`src/rtl/pc_seq_pkg.sv`:
```
// Shared types for the program-counter sequencer: next-PC select encoding
// and the trap vector width.
package pc_seq_pkg;

  localparam int TRAP_VEC_W = 8;

  typedef enum logic [2:0] {
    PC_INC   = 3'b000,
    PC_BUS   = 3'b001,
    PC_ADDER = 3'b010,
    PC_HOLD  = 3'b011,
    PC_CALL  = 3'b100,
    PC_RET   = 3'b101,
    PC_TRAP  = 3'b110
  } pcmux_e;

endpackage

```
`src/rtl/pc_sequencer_if.sv`:
```
// Control/datapath bundle for the PC sequencer. The master side is the
// control FSM plus address adder; the slave side is the sequencer itself.
interface pc_sequencer_if #(
  parameter int WIDTH     = 16,
  parameter int RAS_DEPTH = 4
);
  localparam int CW = $clog2(RAS_DEPTH + 1);

  logic                              LD_PC;
  logic [2:0]                        PCMUX;
  logic [WIDTH-1:0]                  DATA_BUS;
  logic [WIDTH-1:0]                  DATA_ADDER;
  logic [pc_seq_pkg::TRAP_VEC_W-1:0] TRAP_VEC;
  logic [WIDTH-1:0]                  PC_OUT;
  logic [CW-1:0]                     RAS_COUNT;
  logic                              RAS_EMPTY;
  logic                              RAS_FULL;
  logic                              RAS_OVF;
  logic                              RAS_UNF;

  modport master (
    output LD_PC, PCMUX, DATA_BUS, DATA_ADDER, TRAP_VEC,
    input  PC_OUT, RAS_COUNT, RAS_EMPTY, RAS_FULL, RAS_OVF, RAS_UNF
  );

  modport slave (
    input  LD_PC, PCMUX, DATA_BUS, DATA_ADDER, TRAP_VEC,
    output PC_OUT, RAS_COUNT, RAS_EMPTY, RAS_FULL, RAS_OVF, RAS_UNF
  );

endinterface

```
`src/rtl/ras_stack.sv`:
```
// Circular return-address stack. A push while full overwrites the oldest
// entry (count saturates, ovf pulses); a pop while empty changes nothing
// except an unf pulse. Entry contents are not reset.
module ras_stack #(
  parameter int  WIDTH = 16,
  parameter int  DEPTH = 4,
  localparam int CW    = $clog2(DEPTH + 1)
) (
  input  logic             Clk,
  input  logic             Reset,
  input  logic             push,
  input  logic             pop,
  input  logic [WIDTH-1:0] push_data,
  output logic [WIDTH-1:0] top_data,
  output logic [CW-1:0]    count,
  output logic             ovf,
  output logic             unf
);
  localparam int PW = $clog2(DEPTH);

  logic [WIDTH-1:0] mem [DEPTH];
  logic [PW-1:0]    top_ptr;
  logic [PW-1:0]    ptr_inc;
  logic [PW-1:0]    ptr_dec;
  logic             full;
  logic             empty;

  assign full     = (count == CW'(DEPTH));
  assign empty    = (count == '0);
  assign ptr_inc  = (top_ptr == PW'(DEPTH - 1)) ? '0 : top_ptr + 1'b1;
  assign ptr_dec  = (top_ptr == '0) ? PW'(DEPTH - 1) : top_ptr - 1'b1;
  assign top_data = mem[top_ptr];

  // Entry storage: a push writes the slot just above the current top.
  always_ff @(posedge Clk) begin
    if (push) mem[ptr_inc] <= push_data;
  end

  // Top pointer, saturating count and the registered error pulses.
  always_ff @(posedge Clk or posedge Reset) begin
    if (Reset) begin
      top_ptr <= '0;
      count   <= '0;
      ovf     <= 1'b0;
      unf     <= 1'b0;
    end else begin
      ovf <= push && full;
      unf <= pop && empty;
      if (push) begin
        top_ptr <= ptr_inc;
        if (!full) count <= count + 1'b1;
      end else if (pop && !empty) begin
        top_ptr <= ptr_dec;
        count   <= count - 1'b1;
      end
    end
  end

endmodule

```
`src/rtl/pc_sequencer.sv`:
```
// Program-counter sequencer: holds the fetch address and picks the next one
// from increment, bus, adder, call, return or trap sources.
// Build option: define PC_SEQ_RAS_EN to include the return-address stack;
// without it CALL/TRAP push nothing and RET loads DATA_BUS (R7 path).
module pc_sequencer
  import pc_seq_pkg::*;
#(
  parameter int               WIDTH     = 16,
  parameter int               RAS_DEPTH = 4,
  parameter logic [WIDTH-1:0] RESET_VEC = '0,
  parameter logic [WIDTH-1:0] TRAP_BASE = '0
) (
  input logic           Clk,
  input logic           Reset,
  pc_sequencer_if.slave bus
);
  localparam int CW = $clog2(RAS_DEPTH + 1);

  logic [WIDTH-1:0] pc_q;
  logic [WIDTH-1:0] pc_next;
  logic [WIDTH-1:0] pc_inc;
  logic [WIDTH-1:0] trap_target;

  assign pc_inc      = pc_q + 1'b1;
  assign trap_target = TRAP_BASE | WIDTH'(bus.TRAP_VEC);
  assign bus.PC_OUT  = pc_q;

`ifdef PC_SEQ_RAS_EN
  logic             ras_push;
  logic             ras_pop;
  logic [WIDTH-1:0] ras_top;
  logic [CW-1:0]    ras_count;

  // Stack traffic only happens on edges where the PC is being loaded.
  assign ras_push = bus.LD_PC && (bus.PCMUX == PC_CALL || bus.PCMUX == PC_TRAP);
  assign ras_pop  = bus.LD_PC && (bus.PCMUX == PC_RET);

  ras_stack #(
    .WIDTH (WIDTH),
    .DEPTH (RAS_DEPTH)
  ) u_ras (
    .Clk       (Clk),
    .Reset     (Reset),
    .push      (ras_push),
    .pop       (ras_pop),
    .push_data (pc_inc),
    .top_data  (ras_top),
    .count     (ras_count),
    .ovf       (bus.RAS_OVF),
    .unf       (bus.RAS_UNF)
  );

  assign bus.RAS_COUNT = ras_count;
  assign bus.RAS_EMPTY = (ras_count == '0);
  assign bus.RAS_FULL  = (ras_count == CW'(RAS_DEPTH));
`else
  assign bus.RAS_COUNT = CW'(0);
  assign bus.RAS_EMPTY = 1'b1;
  assign bus.RAS_FULL  = 1'b0;
  assign bus.RAS_OVF   = 1'b0;
  assign bus.RAS_UNF   = 1'b0;
`endif

  // Next-PC select; 3'b111 and HOLD keep the current value.
  always_comb begin
    pc_next = pc_q;
    case (bus.PCMUX)
      PC_INC:   pc_next = pc_inc;
      PC_BUS:   pc_next = bus.DATA_BUS;
      PC_ADDER: pc_next = bus.DATA_ADDER;
      PC_HOLD:  pc_next = pc_q;
      PC_CALL:  pc_next = bus.DATA_ADDER;
`ifdef PC_SEQ_RAS_EN
      PC_RET:   if (ras_count != '0) pc_next = ras_top;
`else
      PC_RET:   pc_next = bus.DATA_BUS;
`endif
      PC_TRAP:  pc_next = trap_target;
      default:  pc_next = pc_q;
    endcase
  end

  // PC register; LD_PC low freezes it.
  always_ff @(posedge Clk or posedge Reset) begin
    if (Reset)          pc_q <= RESET_VEC;
    else if (bus.LD_PC) pc_q <= pc_next;
  end

endmodule

```
`src/flat_wrapper.sv`:
```
// flat-port wrapper written by rule: the top's interface ports become plain ports
module pc_sequencer_flat import pc_seq_pkg::*;
#(
  parameter int               WIDTH     = 16,
  parameter int               RAS_DEPTH = 4,
  parameter logic [WIDTH-1:0] RESET_VEC = '0,
  parameter logic [WIDTH-1:0] TRAP_BASE = '0
)
  (Clk, Reset, bus_LD_PC, bus_PCMUX, bus_DATA_BUS, bus_DATA_ADDER, bus_TRAP_VEC, bus_PC_OUT, bus_RAS_COUNT, bus_RAS_EMPTY, bus_RAS_FULL, bus_RAS_OVF, bus_RAS_UNF);
  pc_sequencer_if #(.WIDTH(WIDTH), .RAS_DEPTH(RAS_DEPTH)) bus_i ();
  input logic Clk;
  input logic Reset;
  input wire logic [$bits(bus_i.LD_PC)-1:0] bus_LD_PC;
  input wire logic [$bits(bus_i.PCMUX)-1:0] bus_PCMUX;
  input wire logic [$bits(bus_i.DATA_BUS)-1:0] bus_DATA_BUS;
  input wire logic [$bits(bus_i.DATA_ADDER)-1:0] bus_DATA_ADDER;
  input wire logic [$bits(bus_i.TRAP_VEC)-1:0] bus_TRAP_VEC;
  output wire logic [$bits(bus_i.PC_OUT)-1:0] bus_PC_OUT;
  output wire logic [$bits(bus_i.RAS_COUNT)-1:0] bus_RAS_COUNT;
  output wire logic [$bits(bus_i.RAS_EMPTY)-1:0] bus_RAS_EMPTY;
  output wire logic [$bits(bus_i.RAS_FULL)-1:0] bus_RAS_FULL;
  output wire logic [$bits(bus_i.RAS_OVF)-1:0] bus_RAS_OVF;
  output wire logic [$bits(bus_i.RAS_UNF)-1:0] bus_RAS_UNF;
  assign bus_i.LD_PC = bus_LD_PC;
  assign bus_i.PCMUX = bus_PCMUX;
  assign bus_i.DATA_BUS = bus_DATA_BUS;
  assign bus_i.DATA_ADDER = bus_DATA_ADDER;
  assign bus_i.TRAP_VEC = bus_TRAP_VEC;
  assign bus_PC_OUT = bus_i.PC_OUT;
  assign bus_RAS_COUNT = bus_i.RAS_COUNT;
  assign bus_RAS_EMPTY = bus_i.RAS_EMPTY;
  assign bus_RAS_FULL = bus_i.RAS_FULL;
  assign bus_RAS_OVF = bus_i.RAS_OVF;
  assign bus_RAS_UNF = bus_i.RAS_UNF;
  pc_sequencer #(.WIDTH(WIDTH), .RAS_DEPTH(RAS_DEPTH), .RESET_VEC(RESET_VEC), .TRAP_BASE(TRAP_BASE)) u_core (.Clk(Clk), .Reset(Reset), .bus(bus_i));
endmodule
```
`config.mk`:
```
export PLATFORM = sky130hd
export DESIGN_NAME = pc_sequencer_flat
export DESIGN_NICKNAME = d
export VERILOG_FILES = /design/src/rtl/pc_seq_pkg.sv /design/src/rtl/pc_sequencer_if.sv /design/src/rtl/ras_stack.sv /design/src/rtl/pc_sequencer.sv /design/src/flat_wrapper.sv
export SDC_FILE = /design/constraint.sdc
export NUM_CORES = 1
export LEC_CHECK = 0
export BUFFER_PORTS_ARGS = -buffer_cell sky130_fd_sc_hd__clkbuf_2
export CAP_MARGIN = 40
export CORE_MARGIN = 2
export CORE_UTILIZATION = 51
export DETAILED_ROUTE_END_ITERATION = 6
export PLACE_DENSITY = 0.87
export SYNTH_ARGS = -nofsm -noshare
export SYNTH_HDL_FRONTEND = slang
export SYNTH_SLANG_ARGS = --single-unit
```
`constraint.sdc`:
```
create_clock -name Clk -period 2.58 [get_ports Clk]
set_input_delay 0.516 -clock Clk [delete_from_list [all_inputs] [get_ports Clk]]
set_output_delay 0.516 -clock Clk [all_outputs]
set_load 0.005 [all_outputs]
```
# Word level (Yosys, flattened, before mapping)
# Cells that the tools add are included.
# word_totals
regBits	16
input_bits	46
output_inout_bits	23
word_cells	13
# op_classes
add_sub_neg	1
eq_ne	5
n_mux	1
n_reduce_logical	5
# op_table
cell	count
case mux 16 bit (4 select lines)	1
adder 16 x 1 -> 16 bit, second input constant	1
equality test 3 bit, second input constant	3
nonzero test 4 bit	1
OR reduction 2 bit	2
equality test 3 x 1 -> 1 bit, second input constant	1
equality test 3 x 2 -> 1 bit, second input constant	1
zero test 3 bit	1
AND reduction 2 bit	1

# Logic depth before layout (Yosys ltp)
# Gate-level depths: netlist of the first run.
# logic_depth
depth_word	4
mapped_depth	7
ltp_nobuf	5

# Worst setup path before layout of the first run
# Ideal clock, no wire load.
# synth_timing
path_type	input-to-reg
start	in bus_PCMUX[2]
end	reg u_core.pc_q[8], in the netlist u_core.bus.PC_OUT[8]
setup_time_ns	0.065
arrival_ns	1.637
required_ns	2.515
slack_ns	0.878
path_stages	6
path_buffers	2
cell_sequence	buf_6 -> or3_4 -> and2_4 -> buf_6 -> o311ai_1 -> o21a_1
# synth_via
elab_chain_len	4
elab_cells_between_ends	11
cone_classes	5 x eq/ne; 1 x mux; 5 x reduce/logical
# synth_rtl
element	line	source
from (decl)	flat_wrapper.sv:14	input wire logic [$bits(bus_i.PCMUX)-1:0] bus_PCMUX;
equality test 3 x 2 -> 1 bit, or another cell as far along	pc_sequencer.sv:67	case (bus.PCMUX)
OR reduction 2 bit (no source line)	--	
nonzero test 4 bit (no source line)	--	
AND reduction 2 bit (no source line)	--	
to (signal assigned)	pc_sequencer.sv:86	else if (bus.LD_PC) pc_q <= pc_next;
to (decl)	pc_sequencer.sv:19	logic [WIDTH-1:0] pc_q;
# Parallel ways exist; a longest one is shown, timed or not.
# A chain may end at the register's enable or synchronous reset.

# Final worst setup path of the first run
# layout_timing
start	reg u_core.pc_q[0], in the netlist u_core.bus.PC_OUT[0]
end	reg u_core.pc_q[14], in the netlist u_core.bus.PC_OUT[14]
# layout_via
elab_chain_len	2
# layout_rtl
element	line	source
adder 16 x 1 -> 16 bit	pc_sequencer.sv:24	assign pc_inc = pc_q + 1'b1;
case mux 16 bit (4 select lines)	pc_sequencer.sv:67	
# No other way between the ends.

==> flow_summary_export.csv, run 1 <==
group,metric,value,unit
floorplan,rows,20,
sta,finalSetupViolations,0,
power_and_ir_drop,p_comb_share,36.7,%
worst_setup_path,crit_path_start_kind,"register",
sta,fin_crit_sh,71.09,%
clocking,cts_setup_buffers,0,
route,vias_per_cell,6.161,
power_and_ir_drop,p_leak,0.8415,nW
clocking,cts_made_buffers,3,
logic_synthesis,ys_seq_area_share,25.81,%
sta,rsz0062_at_grt,"no",
global_routing,grt_pass1_wl,6575,um
global_routing,grt_pass1_vias,1409,
cells_and_area,largest_reg_flops,16,
logic_synthesis,synth_edf_count,0,
route,drt-initial-drc-count,87,
worst_setup_path,arrival,2.07,ns
placed_design,globalplace.congestion,0.9159,
sta,hold_viol,0,
placed_design,dpl_worst_slack,0.5250,ns
floorplan,die_w,59.16,um
sta,tightest_slew,0.6303,ns
cells_and_area,instances_no_fill,279,
power_and_ir_drop,power,0.8684,mW
cells_and_area,nets,294,
worst_setup_path,crit_required,2.81,ns
sta,slew_headroom,57.94,%
route,drt_pass1_iterations,4,
route,drt-total-wl,4106,um
logic_synthesis,ys_ff_latch,16,
logic_synthesis,synthCells,198,
global_routing,gr-total-overflow,0,
placed_design,dp.cells,275,
clocking,clockRootBuffer,"clkbuf_4",
route,drcViolationCount,0,
logic_synthesis,avgSynthCellArea,7.836,um2
clocking,htreeDepth,1,
floorplan,ios,69,
sta,fin_skew,0.003759,ns
global_routing,grt_util_all_layers,24.69,%
sta,worst_slack,0.7459,ns
logic_synthesis,synth_common_cells,"21 x a21oi_1, 16 x dfrtp_1, 14 x nor2_1",
floorplan,die-area,0.003499,mm2
clocking,cts_tree,"built",
logic_synthesis,yosysMostFrequentCell,"a21oi_1",
placed_design,numPortBuffers,61,
floorplan,core_area,0.002978,mm2
logic_synthesis,ys_types,52,
sta,timing.setup.tns,0,ns
logic_synthesis,synth_ff_type,"dfrtp_1",
logic_synthesis,async_flop_share,100.0,%
global_routing,grt_max_degree,29,
logic_synthesis,synth_top_cell_area_share,25.81,%
power_and_ir_drop,pwr-share-seq,43.2,%
route,num_vias,1719,
sta,fmax,0.5452,GHz
clocking,ctsResizeCount,0,
clocking,clockBufferDepth,2,
power_and_ir_drop,pwr_density_cell,473.1,mW/mm2
placed_design,dp_hpwl,3116,um
route,ant_nets,0,
logic_synthesis,ys_warn_count,0,
clocking,clkSinkCount,16,
worst_setup_path,path_max_fanout,7,
power_and_ir_drop,sw_frac_of_total,37.56,%
worst_setup_path,crit_path_end_kind,"register",
power_and_ir_drop,internal_power,0.5422,mW
worst_hold_path,hold_class,"in -> async",
global_routing,antenna_found_initial,0,
sta,drv_slew,0,
floorplan,initial_core_util,52.10,%
power_and_ir_drop,peakVddDrop,261.9,uV
cells_and_area,synthToLayoutAreaGrowth,18.31,%
worst_setup_path,r2r_setup_slack,0.75,ns
worst_setup_path,worstSetupPathType,"reg -> reg",
cells_and_area,drive_above_1_share,32.52,%
logic_synthesis,netlist_area,0.001551,mm2
floorplan,fp.dieH,59.16,um
power_and_ir_drop,pwr-share-clk,20.1,%
route,routedWlPerCell,14.72,um
logic_synthesis,yosysTopAreaCell,"dfrtp_1",
logic_synthesis,ys_top_cells_by_area,"dfrtp_1 26%, a21oi_1 6.8%, mux2_2 5.8%",
job,cap_violations,0,
clocking,clk_latency,0.30,ns
power_and_ir_drop,switchingPower,0.3262,mW
status,outcome,"completed",
clocking,cts_hold_buf,0,
cells_and_area,n_antenna_cell,0,
clocking,path_clk_slew,0.10,ns
sta,period_minus_slack,1.834,ns
[worst max-delay path, stage by stage (launching register included)]
cell	delay (ns)
dfrtp_1	0.48
ha_1	0.25
nand3_1	0.13
or4_1	0.58
a21oi_1	0.18
a2bb2oi_1	0.16
[power by group through the flow]
stage | logic [mW] | registers (mW) | clock network [mW]
after CTS | 0.320 | 0.374 | 0.175
after floorplan | 0.225 | 0.357 | 0
after global routing | 0.360 | 0.386 | 0.184
after detailed placement | 0.317 | 0.380 | 0
after global placement | 0.314 | 0.378 | 0
final | 0.319 | 0.375 | 0.174
[metrics by stage]
step / hold slack, ns / area, um2 / util (%)
2_1_floorplan: 0.4297 / 1570 / -
3_3_place_gp: 0.5506 / 1799 / 60.42
3_5_place_dp: 0.5531 / 1799 / 60.42
4_1_cts: 0.2908 / 1836 / 61.64
5_1_grt: 0.3267 / 1836 / 61.64
6_report: 0.2584 / 1836 / 61.64
[final cells by class]
cell class	count	area, um2
fillers	285	1142
multi-input cells	157	1007
flip-flops and latches	16	400.4
repair buffers	65	335.3
well taps	33	41.29
clock buffers	4	36.28
inverters	4	15.01
[layout by cell type (no fill, tap or decap), types with 2 or more instances in the layout]
cell / instances
o22ai_1: 6
nor3_1: 4
nand2_1: 12
a2111oi_0: 2
nand4_1: 4
mux2_2: 8
buf_4: 4
nand3b_1: 3
a221oi_1: 4
a21oi_1: 21
a31oi_1: 4
xnor2_1: 2
inv_1: 4
nand3_1: 6
mux2i_1: 3
o311ai_1: 2
and3_1: 5
clkbuf_4: 3
clkbuf_2: 61
a21boi_0: 7
conb_1: 7
a32oi_1: 2
nor2_1: 14
nand2b_1: 2
and4_1: 3
o21ai_0: 11
o21a_1: 2
o211ai_1: 2
dfrtp_1: 16
[per-layer routing]
layer,wire [um],track usage (%),up-vias
li1,-,-,834
met3,282,3.493,5
met1,1789,34.65,806
met2,1998,40.16,74
met4,35,5.844,0
met5,0,0,-
[path summary, 6_finish.rpt]
check,end,startpoint,cells past startpoint
setup / recovery,u_core.bus.PC_OUT[14]$_DFFE_PP0P_,u_core.bus.PC_OUT[0]$_DFFE_PP0P_,5
hold / removal,u_core.bus.PC_OUT[12]$_DFFE_PP0P_,Reset,2
setup reg to reg,u_core.bus.PC_OUT[14]$_DFFE_PP0P_,u_core.bus.PC_OUT[0]$_DFFE_PP0P_,5
hold reg to reg,u_core.bus.PC_OUT[10]$_DFFE_PP0P_,u_core.bus.PC_OUT[10]$_DFFE_PP0P_,1
max in group asynchronous,u_core.bus.PC_OUT[3]$_DFFE_PP0P_,Reset,2
min in group Clk,u_core.bus.PC_OUT[3]$_DFFE_PP0P_,bus_DATA_ADDER[3],3
[cell families after synthesis]
logic type | Yosys count | share of synthesized area, %
other | 2 | 0.4841
AO/OA/AOI/OAI | 76 | 32.58
buffers and inverters | 30 | 10.48
multiplexers | 11 | 7.742
flip-flops | 16 | 25.81
XOR/XNOR | 3 | 1.694
adder cells (fa/ha/maj) | 1 | 0.8063
AND/OR/NAND/NOR | 59 | 20.40
Power figures use the tool's default switching activity.
==> run 2: changes to the inputs <==
--- a/config.mk
+++ b/config.mk
@@ -5,12 +5,13 @@
 export SDC_FILE = /design/constraint.sdc
 export NUM_CORES = 1
 export LEC_CHECK = 0
+export ABC_AREA = 1
 export BUFFER_PORTS_ARGS = -buffer_cell sky130_fd_sc_hd__clkbuf_2
 export CAP_MARGIN = 40
 export CORE_MARGIN = 2
-export CORE_UTILIZATION = 51
+export CORE_UTILIZATION = 42
 export DETAILED_ROUTE_END_ITERATION = 6
-export PLACE_DENSITY = 0.87
+export PLACE_DENSITY = 0.79
 export SYNTH_ARGS = -nofsm -noshare
 export SYNTH_HDL_FRONTEND = slang
 export SYNTH_SLANG_ARGS = --single-unit
==> constraint.sdc (replaced) <==
create_clock -name Clk -period 1.6 [get_ports Clk]
set_input_delay 0.32 -clock Clk [delete_from_list [all_inputs] [get_ports Clk]]
set_output_delay 0.32 -clock Clk [all_outputs]
set_load 0.005 [all_outputs]
==> run 2 against run 1 <==
Effect of this change: register-to-register slack got worse by 0.60 ns; synthesized cell count increased by 19%; total power increased by 66%; largest power group unchanged; highest routed layer unchanged.
==> flow_summary_export.csv, run 2 <==
group,metric,value,unit
status,outcome,"completed",
power_and_ir_drop,p_leak,1.053,nW
sta,tightest_slew,0.6397,ns
cells_and_area,nets,352,
route,drt_pass1_iterations,4,
cells_and_area,synthToLayoutAreaGrowth,28.94,%
clocking,cts_hold_buf,0,
floorplan,initial_core_util,43.05,%
cells_and_area,layout_commonest_cell,"nand2_1",
worst_setup_path,cp_cell_sequence,"ha_2, nand2_1, nor2_1, nand2_1, inv_1, nand2_1, nand2_1, nand3_1, a21oi_1",
logic_synthesis,yosysMostFrequentCell,"nand2_1",
logic_synthesis,synth_common_cells,"75 x nand2_1, 34 x nor2_1, 27 x a21oi_1, 27 x inv_1, 18 x nand3_1",
cells_and_area,n_fill_cell,351,
logic_synthesis,yosysTopAreaCell,"dfrtp_1",
logic_synthesis,synth_edf_count,0,
worst_hold_path,hold_class,"in -> async",
worst_setup_path,arrival,1.67,ns
logic_synthesis,ys_top_cells_by_area,"dfrtp_1 28%, nand2_1 20%, a21oi_1 9.6%",
route,ant_nets,0,
logic_synthesis,avgSynthCellArea,5.991,um2
floorplan,fp.dieH,62.02,um
route,drcViolationCount,0,
clocking,clockBufferDepth,2,
clocking,clk_latency,0.30,ns
worst_setup_path,crit_path_end_kind,"register",
sta,drv_slew,0,
sta,fin_skew,0.01206,ns
logic_synthesis,synth_top_cell_area_share,28.32,%
worst_setup_path,path_max_fanout,4,
placed_design,dp_hpwl,2881,um
sta,fin_crit_sh,90.68,%
sta,slew_headroom,57.31,%
floorplan,rows,21,
power_and_ir_drop,power,1.446,mW
cells_and_area,utilization,55.50,%
logic_synthesis,ys_types,22,
sta,timing.setup.tns,0,ns
cells_and_area,drive_above_1_share,26.64,%
global_routing,grt_util_all_layers,21.03,%
sta,fmax,0.6892,GHz
global_routing,gr-total-overflow,0,
cells_and_area,largest_reg_flops,16,
cells_and_area,multi_input_area,839.6,um2
floorplan,ios,69,
logic_synthesis,synth_ff_type,"dfrtp_1",
global_routing,grt_max_degree,17,
floorplan,core_area,0.003284,mm2
cells_and_area,n_antenna_cell,0,
logic_synthesis,synthCells,236,
logic_synthesis,async_flop_share,100.0,%
route,drt-total-wl,3728,um
route,drt-initial-drc-count,79,
logic_synthesis,netlist_area,0.001414,mm2
job,cap_violations,0,
global_routing,grt_pass1_vias,1441,
sta,finalSetupViolations,0,
route,routedWlPerCell,10.65,um
clocking,cts_made_buffers,3,
placed_design,numPortBuffers,61,
worst_setup_path,cp_common_cell,"nand2_1",
cells_and_area,layout_common_cells,"75 x nand2_1, 61 x clkbuf_2, 34 x nor2_1",
logic_synthesis,ys_ff_latch,16,
worst_setup_path,worstSetupPathType,"reg -> reg",
worst_setup_path,timing.rr.end,"u_core.bus.PC_OUT[12]$_DFFE_PP0P_",
sta,period_minus_slack,1.451,ns
placed_design,globalplace.congestion,0.8776,
global_routing,antenna_found_initial,0,
sta,hold_viol,0,
cells_and_area,seq_area,400.4,um2
logic_synthesis,ys_warn_count,0,
clocking,clockRootBuffer,"clkbuf_4",
worst_setup_path,crit_path_start_kind,"register",
power_and_ir_drop,peakVddDrop,382.2,uV
worst_setup_path,r2r_cells,9,
logic_synthesis,ys_seq_area_share,28.32,%
power_and_ir_drop,pwr_density_cell,793.1,mW/mm2
route,num_vias,1630,
floorplan,die_w,62.02,um
worst_setup_path,crit_required,1.82,ns
global_routing,grt_pass1_wl,6127,um
worst_setup_path,worstReg2RegStart,"u_core.bus.PC_OUT[0]$_DFFE_PP0P_",
clocking,cts_tree,"built",
worst_setup_path,slowest_delay,0.41,ns
clocking,htreeDepth,1,
worst_setup_path,r2r_setup_slack,0.15,ns
floorplan,die-area,0.003846,mm2
clocking,path_clk_slew,0.11,ns
worst_setup_path,cp_slowest_cell,"dfrtp_1",
route,vias_per_cell,4.657,
clocking,clkSinkCount,16,
[run 2: timing repair]
item                       CTS  global route
hold endpoints to repair     0             0
setup endpoints to repair    0             3
gates resized for setup      0             1
buffers inserted             0             3
[run 2: worst max-delay path by stage]
| stage | slack, ns | endpoint | start |
|---|---|---|---|
| after detailed placement | 0.15 | u_core.bus.PC_OUT[12]$_DFFE_PP0P_ | u_core.bus.PC_OUT[0]$_DFFE_PP0P_ |
| after global routing | -0.01 | u_core.bus.PC_OUT[12]$_DFFE_PP0P_ | u_core.bus.PC_OUT[1]$_DFFE_PP0P_ |
| after global placement | 0.16 | u_core.bus.PC_OUT[12]$_DFFE_PP0P_ | u_core.bus.PC_OUT[0]$_DFFE_PP0P_ |
| after floorplan | 0.32 | u_core.bus.PC_OUT[12]$_DFFE_PP0P_ | u_core.bus.PC_OUT[1]$_DFFE_PP0P_ |
| final | 0.15 | u_core.bus.PC_OUT[12]$_DFFE_PP0P_ | u_core.bus.PC_OUT[0]$_DFFE_PP0P_ |
| after CTS | 0.11 | u_core.bus.PC_OUT[12]$_DFFE_PP0P_ | u_core.bus.PC_OUT[0]$_DFFE_PP0P_ |
[run 2: layout make-up]
cell class	instances	share of cell area, %
clock buffer	4	1.990
inverter	27	5.559
multi-input combinational	185	46.05
sequential	16	21.96
tap	46	3.157
timing repair buffer	72	21.28
[run 2: power breakdown]
| part | switching, mW | internal [mW] | total, mW |
|---|---|---|---|
| Clock | 0.140 | 0.139 | 0.279 |
| Combinational | 0.309 | 0.271 | 0.580 |
| Sequential | 0.108 | 0.478 | 0.586 |
| Total | 0.558 | 0.888 | 1.45 |
[run 2: per-stage QoR]
stage          std cells  hold slack (ns)  area (um2)  setup WS [ns]
3_3_place_gp         343           0.4138        1762         0.1582
2_1_floorplan        241           0.2337        1433         0.3175
6_report             350          0.06534        1823         0.1491
5_1_grt              350           0.1009        1823       -0.01249
3_5_place_dp         343           0.4218        1762         0.1454
4_1_cts              347          0.08694        1798         0.1140
[run 2: cells by family after synthesis]
kind of cell	Yosys count	share of synthesized area [%]
simple gates	135	39.65
buf+inv	40	13.80
compound gates	39	14.96
flops	16	28.32
xor+xnor	3	1.859
other cells	2	0.5312
fa+ha+maj	1	0.8848
[run 2: worst max-delay path, delay by kind of cell, from the launching register on]
family,cells,cell delay [ns]
and+or+nand+nor,6,0.50
DFF,1,0.41
adders and majority gates,1,0.22
buffers and inverters,1,0.12
AOI/OAI and AO/OA,1,0.12
[run 2: per-layer routing]
layer  up-vias  wire length (um)  GRT usage [%]
met5         -                 0              0
met4         0                24          4.255
met3         4               173          3.934
met2        40              1861          36.01
met1       718              1669          27.61
li1        868                 -              -
